<file path="config.mk">
export PLATFORM = sky130hd
export DESIGN_NAME = rv2t_reg_file_mp_flat
export DESIGN_NICKNAME = d
export VERILOG_FILES = /design/src/rtl/rv2t_reg_file_mp_pkg.sv /design/src/rtl/rv2t_reg_file_mp_if.sv /design/src/rtl/rv2t_reg_file_mp_dual_port_ram.sv /design/src/rtl/rv2t_reg_file_mp.sv /design/src/flat_wrapper.sv
export SDC_FILE = /design/constraint.sdc
export NUM_CORES = 1
export LEC_CHECK = 0
export CORE_MARGIN = 4
export CORE_UTILIZATION = 30
export CTS_CLUSTER_DIAMETER = 60
export CTS_CLUSTER_SIZE = 20
export DETAILED_ROUTE_END_ITERATION = 8
export GPL_ROUTABILITY_DRIVEN = 0
export PLACE_DENSITY = 0.53
export SYNTH_ARGS = -nofsm -noshare
export SYNTH_HDL_FRONTEND = slang
export SYNTH_SLANG_ARGS = --single-unit
</file>
<file path="constraint.sdc">
create_clock -name clk -period 5.25 [get_ports clk]
set_input_delay 0.7875 -clock clk [delete_from_list [all_inputs] [get_ports clk]]
set_output_delay 0.7875 -clock clk [all_outputs]
set_load 0.005 [all_outputs]
</file>
<file path="src/rtl/rv2t_reg_file_mp_pkg.sv">
// rtl/rv2t_reg_file_mp_pkg.sv - shared RV2T widths and register-file state encoding
package rv2t_reg_file_mp_pkg;

  localparam int RV2T_XLEN          = 32;
  localparam int RV2T_REG_ADDR_BITS = 5;

  typedef enum logic {
    ST_CLEAR = 1'b0,
    ST_READY = 1'b1
  } rf_state_e;

endpackage

</file>
<file path="src/rtl/rv2t_reg_file_mp_if.sv">
// rtl/rv2t_reg_file_mp_if.sv - read/write/control bundle of the multi-port register file
interface rv2t_reg_file_mp_if
  import rv2t_reg_file_mp_pkg::*;
#(
  parameter int XLEN           = RV2T_XLEN,
  parameter int REG_ADDR_BITS  = RV2T_REG_ADDR_BITS,
  parameter int NUM_READ_PORTS = 2
) ();

  logic                                    sync_reset;
  logic                                    read_enable;
  logic [NUM_READ_PORTS*REG_ADDR_BITS-1:0] read_addr;
  logic                                    read_en_out;
  logic [NUM_READ_PORTS*XLEN-1:0]          read_data_out;
  logic                                    write_enable;
  logic [REG_ADDR_BITS-1:0]                write_addr;
  logic [XLEN-1:0]                         write_data_in;
  logic                                    init_busy;

  modport master (
    output sync_reset, read_enable, read_addr, write_enable, write_addr, write_data_in,
    input  read_en_out, read_data_out, init_busy
  );

  modport slave (
    input  sync_reset, read_enable, read_addr, write_enable, write_addr, write_data_in,
    output read_en_out, read_data_out, init_busy
  );

endinterface

</file>
<file path="src/rtl/rv2t_reg_file_mp_dual_port_ram.sv">
// rtl/rv2t_reg_file_mp_dual_port_ram.sv - simple dual-port RAM, registered read-before-write
module rv2t_reg_file_mp_dual_port_ram #(
  parameter int ADDR_WIDTH = 5,
  parameter int DATA_WIDTH = 32
) (
  input  logic                  wclk,
  input  logic                  we_i,
  input  logic [ADDR_WIDTH-1:0] waddr_i,
  input  logic [DATA_WIDTH-1:0] wdata_i,
  input  logic                  rclk,
  input  logic                  re_i,
  input  logic [ADDR_WIDTH-1:0] raddr_i,
  output logic [DATA_WIDTH-1:0] rdata_o
);

  logic [DATA_WIDTH-1:0] mem_q [1<<ADDR_WIDTH];
  logic [DATA_WIDTH-1:0] rdata_q;

  always_ff @(posedge wclk) begin
    if (we_i) mem_q[waddr_i] <= wdata_i;
  end

  // A same-edge write is not visible here; the top decides on forwarding.
  always_ff @(posedge rclk) begin
    if (re_i) rdata_q <= mem_q[raddr_i];
  end

  assign rdata_o = rdata_q;

endmodule

</file>
<file path="src/rtl/rv2t_reg_file_mp.sv">
// rtl/rv2t_reg_file_mp.sv - multi-read-port register file with clear sweep and write bypass
module rv2t_reg_file_mp
  import rv2t_reg_file_mp_pkg::*;
#(
  parameter int XLEN           = RV2T_XLEN,
  parameter int REG_ADDR_BITS  = RV2T_REG_ADDR_BITS,
  parameter int NUM_READ_PORTS = 2,
  parameter int ZERO_REG_EN    = 1,
  parameter int BYPASS_EN      = 1
) (
  input  logic               clk,
  input  logic               reset,
  rv2t_reg_file_mp_if.slave  bus
);

  localparam logic [REG_ADDR_BITS-1:0] LAST_ADDR = {REG_ADDR_BITS{1'b1}};

  rf_state_e                     state_q, state_d;
  logic [REG_ADDR_BITS-1:0]      cnt_q, cnt_d;
  logic                          is_ready;
  logic                          accept_rd;
  logic                          accept_wr;
  logic                          wr_to_zero;
  logic                          ram_we;
  logic [REG_ADDR_BITS-1:0]      ram_waddr;
  logic [XLEN-1:0]               ram_wdata;
  logic                          rd_valid_q;
  logic                          has_data_q;
  logic [XLEN-1:0]               wdata_q;
  logic [NUM_READ_PORTS-1:0]     hit_q;
  logic [REG_ADDR_BITS-1:0]      raddr_q [NUM_READ_PORTS];
  logic [NUM_READ_PORTS*XLEN-1:0] rdata_all;

  always_ff @(posedge clk or posedge reset) begin
    if (reset) begin
      state_q <= ST_CLEAR;
      cnt_q   <= '0;
    end else begin
      state_q <= state_d;
      cnt_q   <= cnt_d;
    end
  end

  always_comb begin
    state_d = state_q;
    cnt_d   = cnt_q;
    if (bus.sync_reset) begin
      state_d = ST_CLEAR;
      cnt_d   = '0;
    end else begin
      case (state_q)
        ST_CLEAR: begin
          cnt_d = cnt_q + 1'b1;
          if (cnt_q == LAST_ADDR) state_d = ST_READY;
        end
        default: state_d = ST_READY;
      endcase
    end
  end

  assign is_ready   = (state_q == ST_READY);
  assign wr_to_zero = (ZERO_REG_EN != 0) && (bus.write_addr == '0);
  // A pending sync_reset already belongs to the sweep, so nothing is accepted.
  assign accept_rd  = is_ready && bus.read_enable && !bus.sync_reset;
  assign accept_wr  = is_ready && bus.write_enable && !bus.sync_reset && !wr_to_zero;

  assign ram_we    = !is_ready || accept_wr;
  assign ram_waddr = is_ready ? bus.write_addr : cnt_q;
  assign ram_wdata = is_ready ? bus.write_data_in : '0;

  always_ff @(posedge clk or posedge reset) begin
    if (reset) begin
      rd_valid_q <= 1'b0;
      has_data_q <= 1'b0;
      wdata_q    <= '0;
      hit_q      <= '0;
      for (int k = 0; k < NUM_READ_PORTS; k++) raddr_q[k] <= '0;
    end else begin
      rd_valid_q <= accept_rd;
      if (!is_ready) has_data_q <= 1'b0;
      else if (accept_rd) has_data_q <= 1'b1;
      if (accept_rd) begin
        wdata_q <= bus.write_data_in;
        for (int k = 0; k < NUM_READ_PORTS; k++) begin
          raddr_q[k] <= bus.read_addr[k*REG_ADDR_BITS +: REG_ADDR_BITS];
          hit_q[k]   <= accept_wr &&
                        (bus.write_addr == bus.read_addr[k*REG_ADDR_BITS +: REG_ADDR_BITS]);
        end
      end
    end
  end

  for (genvar k = 0; k < NUM_READ_PORTS; k++) begin : g_port
    logic [XLEN-1:0] ram_rdata;
    logic [XLEN-1:0] port_data;

    rv2t_reg_file_mp_dual_port_ram #(
      .ADDR_WIDTH (REG_ADDR_BITS),
      .DATA_WIDTH (XLEN)
    ) u_ram (
      .wclk    (clk),
      .we_i    (ram_we),
      .waddr_i (ram_waddr),
      .wdata_i (ram_wdata),
      .rclk    (clk),
      .re_i    (accept_rd),
      .raddr_i (bus.read_addr[k*REG_ADDR_BITS +: REG_ADDR_BITS]),
      .rdata_o (ram_rdata)
    );

    // Zero-register masking wins over forwarding; nothing is shown outside READY.
    always_comb begin
      port_data = ram_rdata;
      if ((BYPASS_EN != 0) && hit_q[k]) port_data = wdata_q;
      if ((ZERO_REG_EN != 0) && (raddr_q[k] == '0)) port_data = '0;
      if (!has_data_q || !is_ready) port_data = '0;
    end

    assign rdata_all[k*XLEN +: XLEN] = port_data;
  end

  assign bus.read_data_out = rdata_all;
  assign bus.read_en_out   = rd_valid_q;
  assign bus.init_busy     = !is_ready;

endmodule

</file>
<file path="src/flat_wrapper.sv">
// flat-port wrapper written by rule: the top's interface ports become plain ports
module rv2t_reg_file_mp_flat import rv2t_reg_file_mp_pkg::*;
#(
  parameter int XLEN           = RV2T_XLEN,
  parameter int REG_ADDR_BITS  = RV2T_REG_ADDR_BITS,
  parameter int NUM_READ_PORTS = 2,
  parameter int ZERO_REG_EN    = 1,
  parameter int BYPASS_EN      = 1
)
  (clk, reset, bus_sync_reset, bus_read_enable, bus_read_addr, bus_write_enable, bus_write_addr, bus_write_data_in, bus_read_en_out, bus_read_data_out, bus_init_busy);
  rv2t_reg_file_mp_if #(.XLEN(XLEN), .REG_ADDR_BITS(REG_ADDR_BITS), .NUM_READ_PORTS(NUM_READ_PORTS)) bus_i ();
  input  logic clk;
  input  logic reset;
  input wire logic [$bits(bus_i.sync_reset)-1:0] bus_sync_reset;
  input wire logic [$bits(bus_i.read_enable)-1:0] bus_read_enable;
  input wire logic [$bits(bus_i.read_addr)-1:0] bus_read_addr;
  input wire logic [$bits(bus_i.write_enable)-1:0] bus_write_enable;
  input wire logic [$bits(bus_i.write_addr)-1:0] bus_write_addr;
  input wire logic [$bits(bus_i.write_data_in)-1:0] bus_write_data_in;
  output wire logic [$bits(bus_i.read_en_out)-1:0] bus_read_en_out;
  output wire logic [$bits(bus_i.read_data_out)-1:0] bus_read_data_out;
  output wire logic [$bits(bus_i.init_busy)-1:0] bus_init_busy;
  assign bus_i.sync_reset = bus_sync_reset;
  assign bus_i.read_enable = bus_read_enable;
  assign bus_i.read_addr = bus_read_addr;
  assign bus_i.write_enable = bus_write_enable;
  assign bus_i.write_addr = bus_write_addr;
  assign bus_i.write_data_in = bus_write_data_in;
  assign bus_read_en_out = bus_i.read_en_out;
  assign bus_read_data_out = bus_i.read_data_out;
  assign bus_init_busy = bus_i.init_busy;
  rv2t_reg_file_mp #(.XLEN(XLEN), .REG_ADDR_BITS(REG_ADDR_BITS), .NUM_READ_PORTS(NUM_READ_PORTS), .ZERO_REG_EN(ZERO_REG_EN), .BYPASS_EN(BYPASS_EN)) u_core (.clk(clk), .reset(reset), .bus(bus_i));
endmodule
</file>
==> results.md, run 1 <==
* Status: finished clean
* Number of global-route vias before repair at 34500
* Critical-path top delay cell: clkdlybuf4s50_1
* Clk_skew at 0.0305 ns
* Final wirelength at 182 mm
* Cts bufs inserted at 104
* Hold Violations, Final at 0
* Clock Sink Count at 1140
* Unrepaired setup endpoints after global routing: false
* Setup_tns at 0 ns
* Area Growth Syn to Fin at 15.2%
* Initial antenna violation count at 3
* Mapped Cells at 3812
* Critical Path AT at 3.40 ns
* Sw frac at 25.6%
* Max clock buf depth at 3
* Sequential share of the synthesized area at 62.8%
* Reg2reg end: u_core.g_port[1].u_ram.mem_q[24][15]$_DFFE_PP_
* Syn nets at 3866
* P_int at 14700 uW
* Clock Power Share at 41.5%
* CP max stage delay at 0.54 ns
* Crit path max fanout at 29
* Sequential Power Share at 50.5%
* Total Die Area at 187000 sq um
* CTS tree: done
* CTS resizes at 0
* # port buffers at 117
* Initial drt markers at 2993
* Leakage dissipation at 0.0226 uW
* Final nets at 3964
* Drc violations at 0
* Row count at 155
* Final min period at 4.19 ns
* WHS at 0.436 ns
* Reg2reg path depth at 7
* Yosys Warn Count at 0
* Final setup fails at 0
* Leading area contributor after synthesis: edfxtp_1
* H-tree Lvls at 3
* Clock transition at path regs at 0.08 ns
* Via Count at 34400
* First-pass GRT wire length at 257 mm
* Starting density of the core at 30.2%
* Wire per inst at 28.6 microns
* Power Density at 318 nW/um^2
* CP Cell Sequence: buf_4 > nand2_1 > o21bai_4 > buf_4 > nor2_1 > clkdlybuf4s50_1
* Max Slew Vio Count at 0
* Reg-to-reg setup timing slack at 1.58 ns
* Worst-Skew Late Latency at 0.73 ns
* Synth area leaders: edfxtp_1 (60%), mux2i_1 (20%), a22oi_1 (2.7%), dfrtp_1 (2.4%), a22o_1 (2.1%)
* GRT Overall Usage at 18.9%
* Sw Pwr at 5080 uW
* Via density at 5.42
* Setup bufs post-CTS at 0
* Max cap viols at 0
* Worst-Margin Slew at 1.38 ns
* Reg2reg start: u_core.is_ready$_DFF_PP0_
* Avg Cell Area, Syn at 14.2 sq um
* Mapped Area at 54100 sq um
* Crit path top cell by count: buf_4
* # IOs at 118
* Crit Path Class: flop to output pin
* Async SR Flop Fraction at 4.56%
* Cts hold-fix bufs at 0
* Grt total ovfl at 0
* Largest net degree at the start of global routing at 89
* Worst slew margin at 8.22%
* Peak VDD IR at 0.224 mV
* TritonRoute pass-1 iters at 5
* FILL cells at 17100
* Die width at 433 microns
* Fin util at 34.8%
* CTS root buf: clkbuf_16
* Final worst-path cycle share at 79.8%
* Max Fclk at 239 MHz
* Layout cells sized above 1 at 11.0%
* Setup crit end kind: output pin
* Commonest register cell after synthesis: edfxtp_1
* Required @ worst endpoint at 4.46 ns
* Hold crit path type: input port to asynchronous set/reset pin
* Crit path launch type: flop
* HPWL after DPL at 113 mm
* Core ar. at 179000 sq um
* Post-synth EDFFs at 1088
* Combinational power share at 8.0%
* Die height at 433 microns
* Post-route antenna net violation count at 0
* Flops & latches, synth at 1140
* Post-synth top area share at 60.4%
* Post-synthesis cell type count at 42
## per-layer routing
metal  routed length [microns]  vias to the layer above  global-route usage (%)
met5                         0                        -                       0
li1                          -                    15100                       -
met2                     88800                      955                    32.1
met1                     79800                    18100                    25.1
met3                      7430                      240                    1.95
met4                      6000                        0                    6.64
## cell usage after synthesis (67+ instances only)
cell type	n
mux2i_1	1091
edfxtp_1	1088
nand2_1	209
nand3_1	195
a21oi_1	194
a22oi_1	192
a22o_1	128
nor2_1	107
buf_2	101
buf_4	76
clkbuf_1	70
nor3_1	67
## cells in the final DEF (no fill, tap or decap), types with 6 or more instances in the layout
master           count
a21oi_1            194
a22o_1             128
a22oi_1            192
a31oi_1             65
and2_1              31
buf_12              35
buf_4              123
clkbuf_16          106
clkdlybuf4s50_1    115
clkinv_2             6
clkinv_4            15
clkinv_8            17
dfrtp_1             49
edfxtp_1          1088
inv_6               21
inv_8               11
mux2_1              15
mux2_2              27
mux2i_1           1091
nand2_1            206
nand2b_2             6
nand3_1            195
nor2_1              73
nor2_4              34
nor3_1              67
xnor2_1              7
xor2_1               6
## state kept, by name, summed over array words and instances (netlist names)
| signal | flops |
|---|---|
| u_core.bus.read_en_out | 1 |
| u_core.g_port.u_ram.rdata_o | 64 |
| u_core.wdata_q | 32 |
| u_core.has_data_q | 1 |
| u_core.raddr_q | 10 |
| u_core.cnt_q | 5 |
| u_core.hit_q | 2 |
| u_core.is_ready | 1 |
| u_core.g_port.u_ram.mem_q | 1024 |
## worst max path at each step
| stage | slack, ns | to | start |
|---|---|---|---|
| after global routing | 0.96 | bus_read_data_out[24] | u_core.is_ready$_DFF_PP0_ |
| after floorplan | 1.86 | u_core.g_port[1].u_ram.mem_q[11][0]$_DFFE_PP_ | bus_write_addr[3] |
| after global placement | 1.23 | u_core.g_port[1].u_ram.mem_q[28][11]$_DFFE_PP_ | bus_sync_reset |
| final | 1.06 | bus_read_data_out[24] | u_core.is_ready$_DFF_PP0_ |
| after detailed placement | 1.15 | u_core.g_port[1].u_ram.mem_q[24][15]$_DFFE_PP_ | bus_sync_reset |
| after CTS | 1.01 | bus_read_data_out[24] | u_core.is_ready$_DFF_PP0_ |
## kinds of logic after synthesis
family / count (synthesis) / synth area share [%]
DFF: 1140 / 62.8
muxes: 1133 / 21.1
and+or+nand+nor: 642 / 5.38
AOI/OAI and AO/OA: 593 / 7.47
buffers and inverters: 289 / 3.00
xor gates and xnor gates: 13 / 0.211
adders and majority gates: 2 / 0.0463
## power groups by stage
stage / sequential [uW] / clock, uW / combinational, uW
after floorplan: 10200 / 0 / 993
after global placement: 10200 / 0 / 1580
after detailed placement: 10200 / 0 / 1590
after CTS: 10000 / 8380 / 1590
after global routing: 10000 / 8750 / 1660
final: 10000 / 8230 / 1590
## worst max-delay path: cells and delay by family, from the launching register on
family,cells,cell delay (ns)
buffers and inverters,3,1.33
DFF,1,0.52
and+or+nand+nor,2,0.42
AOI/OAI and AO/OA,1,0.39
## cell type report
type                    instances  area (sq um)  area share, %
multi-input cells            2383         18800           30.2
diodes                          1          2.50        0.00402
repair buffers                275          2810           4.50
clock buffers                 112          2700           4.33
clock inverters                85          1040           1.67
flip-flops and latches       1140         34000           54.5
inverters                       6          25.0         0.0402
well taps                    2355          2950           4.73
## through the flow
step | setup WS, ns | power (uW) | area (sq um) | std cells
6_report | 1.06 | 19800 | 62300 | 6357
5_1_grt | 0.961 | 20400 | 62300 | 6357
4_1_cts | 1.01 | 20000 | 62300 | 6356
3_5_place_dp | 1.15 | 11800 | 58600 | 6159
3_3_place_gp | 1.23 | 11800 | 58600 | 6159
2_1_floorplan | 1.86 | 11200 | 54100 | 3812
(Power assumes the default switching activity.)
==> inputs of run 2 (changes only) <==
==> constraint.sdc (replaced) <==
create_clock -name clk -period 4.31 [get_ports clk]
set_input_delay 0.6465 -clock clk [delete_from_list [all_inputs] [get_ports clk]]
set_output_delay 0.6465 -clock clk [all_outputs]
set_load 0.005 [all_outputs]
==> results.md, run 2 (synthesis gave the netlist of run 1 again) <==
* Max Slew Vio Count at 0
* Max cap viols at 0
* CTS resizes at 0
* HPWL after DPL at 105 mm
* Sequential Area at 34000 sq um
* Peak VDD IR at 0.281 mV
* WHS at 0.294 ns
* Critical-path top delay cell: or4_1
* Via Count at 34000
* First-pass GRT wire length at 251 mm
* Core ar. at 179000 sq um
* Sequential Power Share at 51.2%
* Grt total ovfl at 0
* Largest net degree at the start of global routing at 67
* Crit path max fanout at 22
* Status: finished clean
* Area occupied by multi-input gates at 18800 sq um
* Crit path launch type: flop
* Crit Path Class: flop to output pin
* Combinational power share at 8.0%
* Worst slack at placement at 0.648 ns
* Die width at 433 microns
* CP Cell Sequence: or4_1 > o21bai_4 > buf_4 > nor2_1 > clkdlybuf4s50_1
* Max clock buf depth at 3
* Placed Cells at 6175
* Clock transition at path regs at 0.07 ns
* H-tree Lvls at 3
* Clock Sink Count at 1140
* Unrepaired setup endpoints after global routing: false
* Required @ worst endpoint at 3.66 ns
* P_int at 17900 uW
* Worst-Margin Slew at 1.40 ns
* Cts bufs inserted at 101
* Leakage dissipation at 0.0226 uW
* # IOs at 118
* Final nets at 3977
* Post-route antenna net violation count at 0
* Row count at 155
* FILL cells at 17200
* Starting density of the core at 30.2%
* Wire per inst at 28.0 microns
* Sw frac at 24.8%
* Hold Violations, Final at 0
* Reg with most FFs: u_core.g_port.u_ram.mem_q
* Setup crit end kind: output pin
* Hold crit path type: input port to asynchronous set/reset pin
* Total Die Area at 187000 sq um
* CTS root buf: clkbuf_16
* Critical Path AT at 3.23 ns
* # port buffers at 117
* Final wirelength at 178 mm
* Worst slew margin at 6.40%
* Commonest cells after routing, fill and taps aside: mux2i_1 (1091), edfxtp_1 (1088), nand2_1 (206)
* Worst Path Buf+Inv at 2
* Setup_tns at 0 ns
* Layout cells sized above 1 at 11.0%
* Max FFs per register at 1024
* Final WS setup at 0.438 ns
* Die height at 433 microns
* Final min period at 3.87 ns
* Number of global-route vias before repair at 34800
* Max Fclk at 258 MHz
* Worst-Skew Late Latency at 0.73 ns
* Area Growth Syn to Fin at 15.5%
* Cts hold-fix bufs at 0
* Commonest non-fill, non-tap cell in the layout: mux2i_1
* CTS tree: done
* Pwr Total at 23800 uW
* Via density at 5.34
* Clock Power Share at 40.7%
* Drc violations at 0
* Setup bufs post-CTS at 0
* Initial drt markers at 2779
* Delay-heaviest family, CP: buffers and inverters
* Power Density at 381 nW/um^2
* Initial antenna violation count at 2
* Final setup fails at 0
* Final worst-path cycle share at 89.8%
* Sw Pwr at 5900 uW
* GRT Overall Usage at 18.5%
* Final cell count without fillers at 6364
* CP max stage delay at 0.58 ns
* Clk_skew at 0.0316 ns
* TritonRoute pass-1 iters at 7
## run 2: cell count changes in the layout (fill, tap and decap cells not counted), moves of 3 or more
cell | previous run | this run
buf_12 | 35 | 50
inv_6 | 21 | 12
clkinv_1 | 3 | 8
clkinvlp_4 | 3 | 8
clkbuf_16 | 106 | 103
clkinv_4 | 15 | 12
clkinv_8 | 17 | 14
## run 2: worst paths after layout
check / from / endpoint / slack [ns] / cells after the start
setup / recovery: u_core.raddr_q[1]$_DFFE_PP0P_ / bus_read_data_out[44] / 0.44 / 5
hold / removal: reset / u_core.wdata_q[28]$_DFFE_PP0P_ / 0.29 / 2
setup reg to reg: u_core.is_ready$_DFF_PP0_ / u_core.g_port[1].u_ram.mem_q[10][13]$_DFFE_PP_ / 1.17 / 6
hold reg to reg: u_core.raddr_q[9]$_DFFE_PP0P_ / u_core.raddr_q[9]$_DFFE_PP0P_ / 0.50 / 1
max in group asynchronous: reset / u_core.wdata_q[7]$_DFFE_PP0P_ / 2.99 / 3
min in group clk: u_core.raddr_q[9]$_DFFE_PP0P_ / u_core.raddr_q[9]$_DFFE_PP0P_ / 0.50 / 1
## run 2: final cells by class
cell class,count,area share [%]
multi-input cells,2383,30.1
diodes,2,0.00802
repair buffers,291,4.99
clock inverters,79,1.50
clock buffers,108,4.19
inverters,6,0.0401
well taps,2355,4.72
flip-flops and latches,1140,54.4
## run 2: power by group through the flow
| stage | clock network (uW) | logic [uW] | registers, uW |
|---|---|---|---|
| 2_1_floorplan | 0 | 1210 | 12400 |
| 3_3_place_gp | 0 | 1900 | 12400 |
| 3_5_place_dp | 0 | 1910 | 12400 |
| 4_1_cts | 9900 | 1920 | 12200 |
| 5_1_grt | 10300 | 2010 | 12200 |
| 6_report | 9690 | 1910 | 12200 |
## run 2: worst register-to-register path, cell delays in order, from the launching register on
cell	delay, ns
dfrtp_2	0.80
and3b_1	0.25
a31oi_1	0.10
inv_1	0.14
nand2_2	0.21
nor2_4	0.57
buf_4	0.65
## run 2: through the flow
step	util (%)	instance area, sq um
after floorplan	-	54100
after global placement	32.9	58900
after detailed placement	32.9	58900
after CTS	34.9	62400
after global routing	34.9	62400
final	34.9	62400
## run 2: routing by layer
metal	part of all wire, %	wire, microns	track usage [%]	vias up
met5	0	0	0	-
met4	3.7	6590	7.07	0
met3	4.0	7040	1.94	282
met2	51	91000	33.3	951
met1	41	73200	22.7	17700
li1	-	-	-	15100
